$ cat config.mk
export PLATFORM = sky130hd
export DESIGN_NAME = regfile_write_port_flat
export DESIGN_NICKNAME = d
export VERILOG_FILES = /design/src/rtl/regfile_write_port_if.sv /design/src/rtl/regfile_write_port.sv /design/src/flat_wrapper.sv
export SDC_FILE = /design/constraint.sdc
export NUM_CORES = 1
export LEC_CHECK = 0
export ABC_AREA = 1
export ABC_CLOCK_PERIOD_IN_PS = 3060
export BUFFER_PORTS_ARGS = -buffer_cell sky130_fd_sc_hd__buf_4
export CAP_MARGIN = 20
export CORE_MARGIN = 2
export CORE_UTILIZATION = 40
export DETAILED_ROUTE_END_ITERATION = 12
export MAX_ROUTING_LAYER = met4
export PLACE_DENSITY = 0.58
export SYNTH_ARGS = -nofsm -noshare
export SYNTH_HDL_FRONTEND = slang
export SYNTH_SLANG_ARGS = --single-unit
$ cat constraint.sdc
create_clock -name clk -period 3.06 [get_ports clk]
set_input_delay 0.612 -clock clk [delete_from_list [all_inputs] [get_ports clk]]
set_output_delay 0.612 -clock clk [all_outputs]
set_load 0.02 [all_outputs]
$ cat src/rtl/regfile_write_port_if.sv
// Handshake/bus bundle for the register-file write port.
// REGWR_HAZARD_CHECK_EN adds the chk_addr/chk_hit hazard lookup signals.
interface regfile_write_port_if #(
    parameter int LOG2DEPTH = 2
);
    logic                 in_valid;
    logic [4:0]           in_addr;
    logic [31:0]          in_data;
    logic                 in_ready;
    logic                 drain_en;
    logic [31:0]          wrenable;
    logic [31:0]          wrdata;
    logic                 dropped;
    logic [LOG2DEPTH:0]   level;
    logic                 empty;
`ifdef REGWR_HAZARD_CHECK_EN
    logic [4:0]           chk_addr;
    logic                 chk_hit;

    modport master (
        output in_valid, in_addr, in_data, drain_en, chk_addr,
        input  in_ready, wrenable, wrdata, dropped, level, empty, chk_hit
    );
    modport slave (
        input  in_valid, in_addr, in_data, drain_en, chk_addr,
        output in_ready, wrenable, wrdata, dropped, level, empty, chk_hit
    );
`else
    modport master (
        output in_valid, in_addr, in_data, drain_en,
        input  in_ready, wrenable, wrdata, dropped, level, empty
    );
    modport slave (
        input  in_valid, in_addr, in_data, drain_en,
        output in_ready, wrenable, wrdata, dropped, level, empty
    );
`endif
endinterface

$ cat src/rtl/regfile_write_port.sv
// Write-side controller for the 32x32 register file: FIFO-buffered requests drained into one-hot enables.
// Optional REGWR_HAZARD_CHECK_EN builds the pending-write lookup (chk_addr -> chk_hit).
module regfile_write_port #(
    parameter int DEPTH     = 4,
    parameter int LOG2DEPTH = 2
) (
    input  logic                  clk,
    input  logic                  reset,
    regfile_write_port_if.slave   bus
);
    logic [36:0]          r_mem [DEPTH];
    logic [LOG2DEPTH-1:0] r_wptr;
    logic [LOG2DEPTH-1:0] r_rptr;
    logic [LOG2DEPTH:0]   r_level;
    logic [31:0]          r_wrenable_p1;
    logic [31:0]          r_wrdata_p1;
    logic                 r_dropped_p1;

    logic                 w_ready;
    logic                 w_empty;
    logic                 w_push;
    logic                 w_pop;
    logic [36:0]          w_head;
    logic [4:0]           w_head_addr;

    assign w_ready     = (r_level != (LOG2DEPTH+1)'(DEPTH));
    assign w_empty     = (r_level == '0);
    assign w_push      = bus.in_valid && w_ready;
    assign w_pop       = bus.drain_en && !w_empty;
    assign w_head      = r_mem[r_rptr];
    assign w_head_addr = w_head[36:32];

    // Queue storage carries no reset; validity is tracked by the pointers and level.
    always_ff @(posedge clk) begin
        if (w_push) begin
            r_mem[r_wptr] <= {bus.in_addr, bus.in_data};
        end
    end

    // p0 -> p1: FIFO pop feeds the registered write-enable stage
    always_ff @(posedge clk or posedge reset) begin
        if (reset) begin
            r_wptr        <= '0;
            r_rptr        <= '0;
            r_level       <= '0;
            r_wrenable_p1 <= '0;
            r_wrdata_p1   <= '0;
            r_dropped_p1  <= 1'b0;
        end else begin
            if (w_push) r_wptr <= r_wptr + 1'b1;
            if (w_pop)  r_rptr <= r_rptr + 1'b1;
            r_level <= r_level + (LOG2DEPTH+1)'(w_push) - (LOG2DEPTH+1)'(w_pop);
            if (w_pop) begin
                r_wrenable_p1 <= (w_head_addr != 5'd0) ? (32'd1 << w_head_addr) : 32'd0;
                r_wrdata_p1   <= w_head[31:0];
                r_dropped_p1  <= (w_head_addr == 5'd0);
            end else begin
                r_wrenable_p1 <= '0;
                r_dropped_p1  <= 1'b0;
            end
        end
    end

    assign bus.in_ready = w_ready;
    assign bus.empty    = w_empty;
    assign bus.level    = r_level;
    assign bus.wrenable = r_wrenable_p1;
    assign bus.wrdata   = r_wrdata_p1;
    assign bus.dropped  = r_dropped_p1;

`ifdef REGWR_HAZARD_CHECK_EN
    logic w_chk_hit;

    // Entry k is live when its distance from the read pointer is below level.
    always_comb begin
        w_chk_hit = 1'b0;
        if (bus.chk_addr != 5'd0) begin
            for (int k = 0; k < DEPTH; k++) begin
                if (((LOG2DEPTH+1)'(k) < r_level) &&
                    (r_mem[r_rptr + LOG2DEPTH'(k)][36:32] == bus.chk_addr)) begin
                    w_chk_hit = 1'b1;
                end
            end
            if (r_wrenable_p1[bus.chk_addr]) w_chk_hit = 1'b1;
        end
    end

    assign bus.chk_hit = w_chk_hit;
`endif
endmodule

$ cat src/flat_wrapper.sv
// flat-port wrapper written by rule: the top's interface ports become plain ports
module regfile_write_port_flat 
#(
    parameter int DEPTH     = 4,
    parameter int LOG2DEPTH = 2
)
  (clk, reset, bus_in_valid, bus_in_addr, bus_in_data, bus_drain_en, bus_in_ready, bus_wrenable, bus_wrdata, bus_dropped, bus_level, bus_empty);
  regfile_write_port_if #(.LOG2DEPTH(LOG2DEPTH)) bus_i ();
  input  logic clk;
  input  logic reset;
  input wire logic [$bits(bus_i.in_valid)-1:0] bus_in_valid;
  input wire logic [$bits(bus_i.in_addr)-1:0] bus_in_addr;
  input wire logic [$bits(bus_i.in_data)-1:0] bus_in_data;
  input wire logic [$bits(bus_i.drain_en)-1:0] bus_drain_en;
  output wire logic [$bits(bus_i.in_ready)-1:0] bus_in_ready;
  output wire logic [$bits(bus_i.wrenable)-1:0] bus_wrenable;
  output wire logic [$bits(bus_i.wrdata)-1:0] bus_wrdata;
  output wire logic [$bits(bus_i.dropped)-1:0] bus_dropped;
  output wire logic [$bits(bus_i.level)-1:0] bus_level;
  output wire logic [$bits(bus_i.empty)-1:0] bus_empty;
  assign bus_i.in_valid = bus_in_valid;
  assign bus_i.in_addr = bus_in_addr;
  assign bus_i.in_data = bus_in_data;
  assign bus_i.drain_en = bus_drain_en;
  assign bus_in_ready = bus_i.in_ready;
  assign bus_wrenable = bus_i.wrenable;
  assign bus_wrdata = bus_i.wrdata;
  assign bus_dropped = bus_i.dropped;
  assign bus_level = bus_i.level;
  assign bus_empty = bus_i.empty;
  regfile_write_port #(.DEPTH(DEPTH), .LOG2DEPTH(LOG2DEPTH)) u_core (.clk(clk), .reset(reset), .bus(bus_i));
endmodule
---- Yosys cells after proc, flatten, opt, wreduce, memory -nomap -nowiden ----
Memory sizes are Yosys's and may differ from the RTL's.
Index checks and enable logic that the tools add are counted.
cells by class
  add/subtract/negate cells ............... 4
  equal/unequal tests ..................... 1
  shift-type cells ........................ 1
  mux-type cells .......................... 5
  reduce and logical (&&, ||, !) cells .... 6
operators by type and width
  kind                                              number
  2-to-1 mux 32 bit                                 2
  << shifter 1 x 5 -> 32 bit, first input constant  1
  logical NOT 5 bit                                 1
  nonzero test 5 bit                                1
  adder 2 x 1 -> 2 bit, second input constant       2
  adder 3 x 1 -> 3 bit                              1
  logical NOT 3 bit                                 1
  2-to-1 mux 1 bit                                  3
  != test 3 bit, second input constant              1
  subtractor 3 x 1 -> 3 bit                         1
  logical AND 1 bit                                 2
  logical NOT 1 bit                                 1
word-level totals
  flip-flop bits (word level) ............. 72
  bits in writable memories ............... 148
  input port bits ......................... 41
  output and inout port bits .............. 70
  logic and storage cells ................. 24
  memories kept ........................... 1
memories
  memory        depth  width  rd ports  clocked after Yosys merged registers in  write ports  RTL line                  source
  u_core.r_mem  4      37     1         0                                        1            regfile_write_port.sv:11  logic [36:0] r_mem [DEPTH];

---- Logic depth before layout (Yosys ltp) ----
  word-level depth ........................ 4
  depth in mapped cells ................... 10

---- Worst setup path after synthesis ----
Ideal clock, no wire load.
  path type ............................... reg2reg
  from .................................... register u_core.r_level[1] (netlist: u_core.bus.level[1])
  to ...................................... memory u_core.r_mem[0][0] (enable)
  data arrival time ....................... 2.594 ns
  data required time ...................... 2.629 ns
  slack ................................... 0.034 ns
  stages on the path, launching flop included .. 5
  buffers on the path ..................... 0
  clock period less this slack ............ 3.026 ns
  cells stage by stage .................... dfrtp_1 -> nor2_1 -> nand2_1 -> nand2_1 -> nor2_1
on the way
  longest elaborated chain between the ends .. 4
RTL lines
  item                                    RTL line                  source
  start: declaration                      regfile_write_port.sv:14  logic [LOG2DEPTH:0] r_level;
  start signal: assignment                regfile_write_port.sv:52  r_level <= r_level + (LOG2DEPTH+1)'(w_push) - (LOG2DEPTH+1)'(w_pop);
  != test 3 bit                           regfile_write_port.sv:26  assign w_ready = (r_level != (LOG2DEPTH+1)'(DEPTH));
  via bus_in_ready                        flat_wrapper.sv:15        output wire logic [$bits(bus_i.in_ready)-1:0] bus_in_ready;
  logical AND 1 bit                       regfile_write_port.sv:28  assign w_push = bus.in_valid && w_ready;
  2-to-1 mux 1 bit                        regfile_write_port.sv:35  if (w_push) begin
  2-to-1 mux 1 bit (not written as such)  regfile_write_port.sv:36  r_mem[r_wptr] <= {bus.in_addr, bus.in_data};
  end: declaration                        regfile_write_port.sv:11
The timed path passes the listed nets, and every way through them passes these cells.

---- Final worst setup path ----
  from .................................... register u_core.r_level[1] (netlist: u_core.bus.level[1])
  to ...................................... register u_core.r_level[1] (netlist: u_core.bus.level[1])
on the way
  longest elaborated chain between the ends .. 4
  elaborated cells on any way between the ends .. 7
  those cells by class .................... 2 x add/sub; 1 x eq/ne; 4 x reduce/logical
RTL lines
  item                       RTL line                  source
  != test 3 bit              regfile_write_port.sv:26
  logical AND 1 bit          regfile_write_port.sv:28
  via u_core.w_push          regfile_write_port.sv:21  logic w_push;
  adder 3 x 1 -> 3 bit       regfile_write_port.sv:52
  subtractor 3 x 1 -> 3 bit  regfile_write_port.sv:52
The timed path passes the listed nets, and every way through them passes these cells.
A chain may end at the register's enable or synchronous reset.

==> impl_metrics.env <==
export IMPL_rsz0062_at_grt="no"
export IMPL_viasPerCell=4.931
export IMPL_synthTopCellsByArea="edfxtp_1 53%, dfrtp_1 22%, nor2_1 8.6%, o21ai_0 3.9%, a31oi_1 2.4%"
export IMPL_drive_gt1_share_pct=23.29
export IMPL_path_clk_slew_ns=0.06
export IMPL_slew_viol_final=0
export IMPL_cts_buffers=24
export IMPL_peakVddDrop_v=0.0004848
export IMPL_ys_seq_elements=220
export IMPL_tns_ns=0
export IMPL_drt_wl_total_mm=17.90
export IMPL_drtIter0Drc=253
export IMPL_drtAntennaViolNets=0
export IMPL_post_cts_setup_buffer_count=0
export IMPL_port_buffers=110
export IMPL_total_power_w=0.01055
export IMPL_die_h_um=148.7
export IMPL_syn_inst=662
export IMPL_die_w_um=148.7
export IMPL_hold_path_class="in2async"
export IMPL_min_period_over_period_pct=70.08
export IMPL_fin_nets=820
export IMPL_rows=52
export IMPL_endpoint_kind="flop"
export IMPL_ios=111
export IMPL_clk_path_buf_depth=3
export IMPL_cp_required_ns=3.51
export IMPL_cap_violations=0
export IMPL_grt_max_degree=77
export IMPL_grt_use_met3_pct=2.546
export IMPL_skew_ns=0.01342
export IMPL_syn_area_mm2=0.008373
export IMPL_cts_sinks=220
export IMPL_cts_tree="built"
export IMPL_hold_violations=0
export IMPL_synthDistinctLibCells=27
export IMPL_use_met2_pct=28.77
export IMPL_yosysWarnings=0
export IMPL_hold_buffers=0
export IMPL_busiest_layer="met2"
export IMPL_gp_congestion=0.7229
export IMPL_avgSynthCellArea_um2=12.65
export IMPL_antenna_cells=0
export IMPL_grt_first_pass_wirelength_mm=28.50
export IMPL_drcViolationCount=0
export IMPL_vias=5227
export IMPL_setup_violations_final=0
export IMPL_drt_first_pass_iters=4
export IMPL_antenna_found_initial=0
export IMPL_max_slew_margin_pct=49.76
export IMPL_worst_pin_slew_ns=0.7536
export IMPL_globalRouteOverflowTotal=0
export IMPL_initial_core_util_pct=41.12
export IMPL_critPathArrivalTime_ns=2.59
export IMPL_yosysTopAreaCell="edfxtp_1"
export IMPL_synthToLayoutAreaGrowth_pct=22.64
export IMPL_grt_pass1_vias=5395
export IMPL_wl_per_cell_um=16.89
export IMPL_power_density_mw_per_mm2=1028
export IMPL_crit_type="reg2reg"
export IMPL_power_leakage_nw=4.051
export IMPL_core_area_mm2=0.02036
export IMPL_clk_latency_ns=0.51
export IMPL_ys_seq_area_share_pct=74.60
export IMPL_critPathMaxFanout=6
export IMPL_cts_repair_resized=0
export IMPL_grtUsageMet1_pct=21.45
export IMPL_cts_root_buf="clkbuf_16"
export IMPL_syn_nets=710
export IMPL_dpl_hpwl_mm=10.30
export IMPL_status="finished, final reports clean"
export IMPL_fmax_ghz=0.4663
export IMPL_htreeDepth=1
export IMPL_worst_setup_path_start_kind="flop"
export IMPL_die_area_mm2=0.02211
export IMPL_timing_final_crit_period_ns=2.144
export IMPL_netlist_area_leader_share_pct=53.08
export IMPL_grt_usage_pct=17.13
## Yosys cell counts
master / n
nand3_1: 19
clkbuf_1: 8
a31oi_1: 32
buf_2: 22
buf_4: 2
inv_2: 1
nor2_4: 3
nand2_4: 2
buf_8: 2
conb_1: 1
edfxtp_1: 148
fa_1: 1
nand3_2: 7
a21boi_2: 1
o21ai_0: 65
ha_1: 6
nand4_1: 3
nor3_1: 6
xnor2_1: 2
inv_1: 19
dfrtp_1: 72
inv_6: 1
xor2_1: 3
nor2_1: 191
nand2_2: 6
buf_6: 1
nand2_1: 38
## cell families (layout without fill, tap and decap cells)
kind of cell             after synthesis  count (layout)  synth area share, %
AO/OA/AOI/OAI                         98              98                6.411
XOR/XNOR                               5               5               0.5231
adder cells (fa/ha/maj)                7               7                1.136
buffers and inverters                 56             184                3.347
flip-flops                           220             220                74.60
other                                  1               1              0.04479
AND/OR/NAND/NOR                      275             275                13.94
## layer usage
| layer | routed length, um | share of wire (%) |
|---|---|---|
| met2 | 8847 | 49 |
| met4 | 371 | 2.1 |
| met3 | 982 | 5.5 |
| met1 | 7701 | 43 |
| met5 | 0 | 0 |
## state kept, by name, summed over array words and instances (netlist names)
name                 cells
u_core.bus.wrdata       32
u_core.bus.wrenable     32
u_core.r_wptr            2
u_core.r_mem           148
u_core.bus.dropped       1
u_core.bus.level         3
u_core.r_rptr            2
## path summary, 6_finish.rpt
kind | to | cells past startpoint | start | slack [ns]
setup / recovery | u_core.bus.level[1]$_DFF_PP0_ | 8 | u_core.bus.level[1]$_DFF_PP0_ | 0.92
hold / removal | u_core.bus.wrenable[0]$_DFF_PP0_ | 2 | reset | 0.17
setup reg to reg | u_core.bus.level[1]$_DFF_PP0_ | 8 | u_core.bus.level[1]$_DFF_PP0_ | 0.92
hold reg to reg | u_core.bus.wrdata[7]$_DFFE_PP0P_ | 2 | u_core.r_mem[1][7]$_DFFE_PP_ | 0.54
max in group asynchronous | u_core.bus.wrdata[15]$_DFFE_PP0P_ | 3 | reset | 2.21
min in group clk | u_core.r_mem[1][1]$_DFFE_PP_ | 1 | bus_in_data[1] | 0.30
## report_power, final
part | switching (W) | internal (W)
clock | 0.00110 | 0.00176
combinational | 0.00233 | 0.00111
sequential | 0.000313 | 0.00393
## stage by stage
stage / utilization [%] / cells / worst slack [ns] / hold slack [ns] / area (um^2)
final: 50.42 / 1060 / 0.9156 / 0.1692 / 10270
after global routing: 50.42 / 1060 / 0.7326 / 0.2233 / 10270
after CTS: 50.42 / 1060 / 0.8781 / 0.1931 / 10270
after detailed placement: 46.46 / 1016 / 0.9209 / 0.5282 / 9462
after global placement: 46.46 / 1016 / 0.9894 / 0.5110 / 9462
after floorplan: - / 662 / 0.03448 / 0.5059 / 8373
## cell usage in the layout (no fill, tap or decap)
cell,synthesis,final
clkbuf_1,8,8
buf_4,2,118
inv_6,1,2
xor2_1,3,3
nand2_4,2,2
dfrtp_1,72,70
clkinv_2,0,4
inv_1,19,17
nor3_1,6,6
inv_2,1,2
bufinv_16,0,1
nand2_2,6,6
conb_1,1,1
nor2_4,3,7
ha_1,6,6
fa_1,1,1
dfrtp_2,0,2
nor2_1,191,187
nand4_1,3,3
nand3_1,19,19
o21ai_0,65,65
xnor2_1,2,2
inv_4,0,1
a21boi_4,0,1
a31oi_1,32,32
clkbuf_8,0,3
nand2_1,38,38
nand3_2,7,7
clkbuf_16,0,27
buf_12,0,1
edfxtp_1,148,148
## worst max-delay path, stage by stage, from the launching register on
cell     delay, ns
dfrtp_1       0.44
nor2_1        0.29
nand2_1       0.11
nand2_1       0.36
inv_1         0.13
ha_1          0.20
inv_1         0.06
fa_1          0.41
inv_1         0.08
## layout make-up
cell class / count / area [um^2]
Fill cell: 1749 / 10100
Sequential cell: 220 / 6248
Multi-Input combinational cell: 386 / 1884
Timing Repair Buffer: 119 / 905.9
Clock buffer: 38 / 747.0
Tap cell: 270 / 337.8
Inverter: 21 / 85.08
Clock inverter: 6 / 60.06
Power figures use the tool's default switching activity.
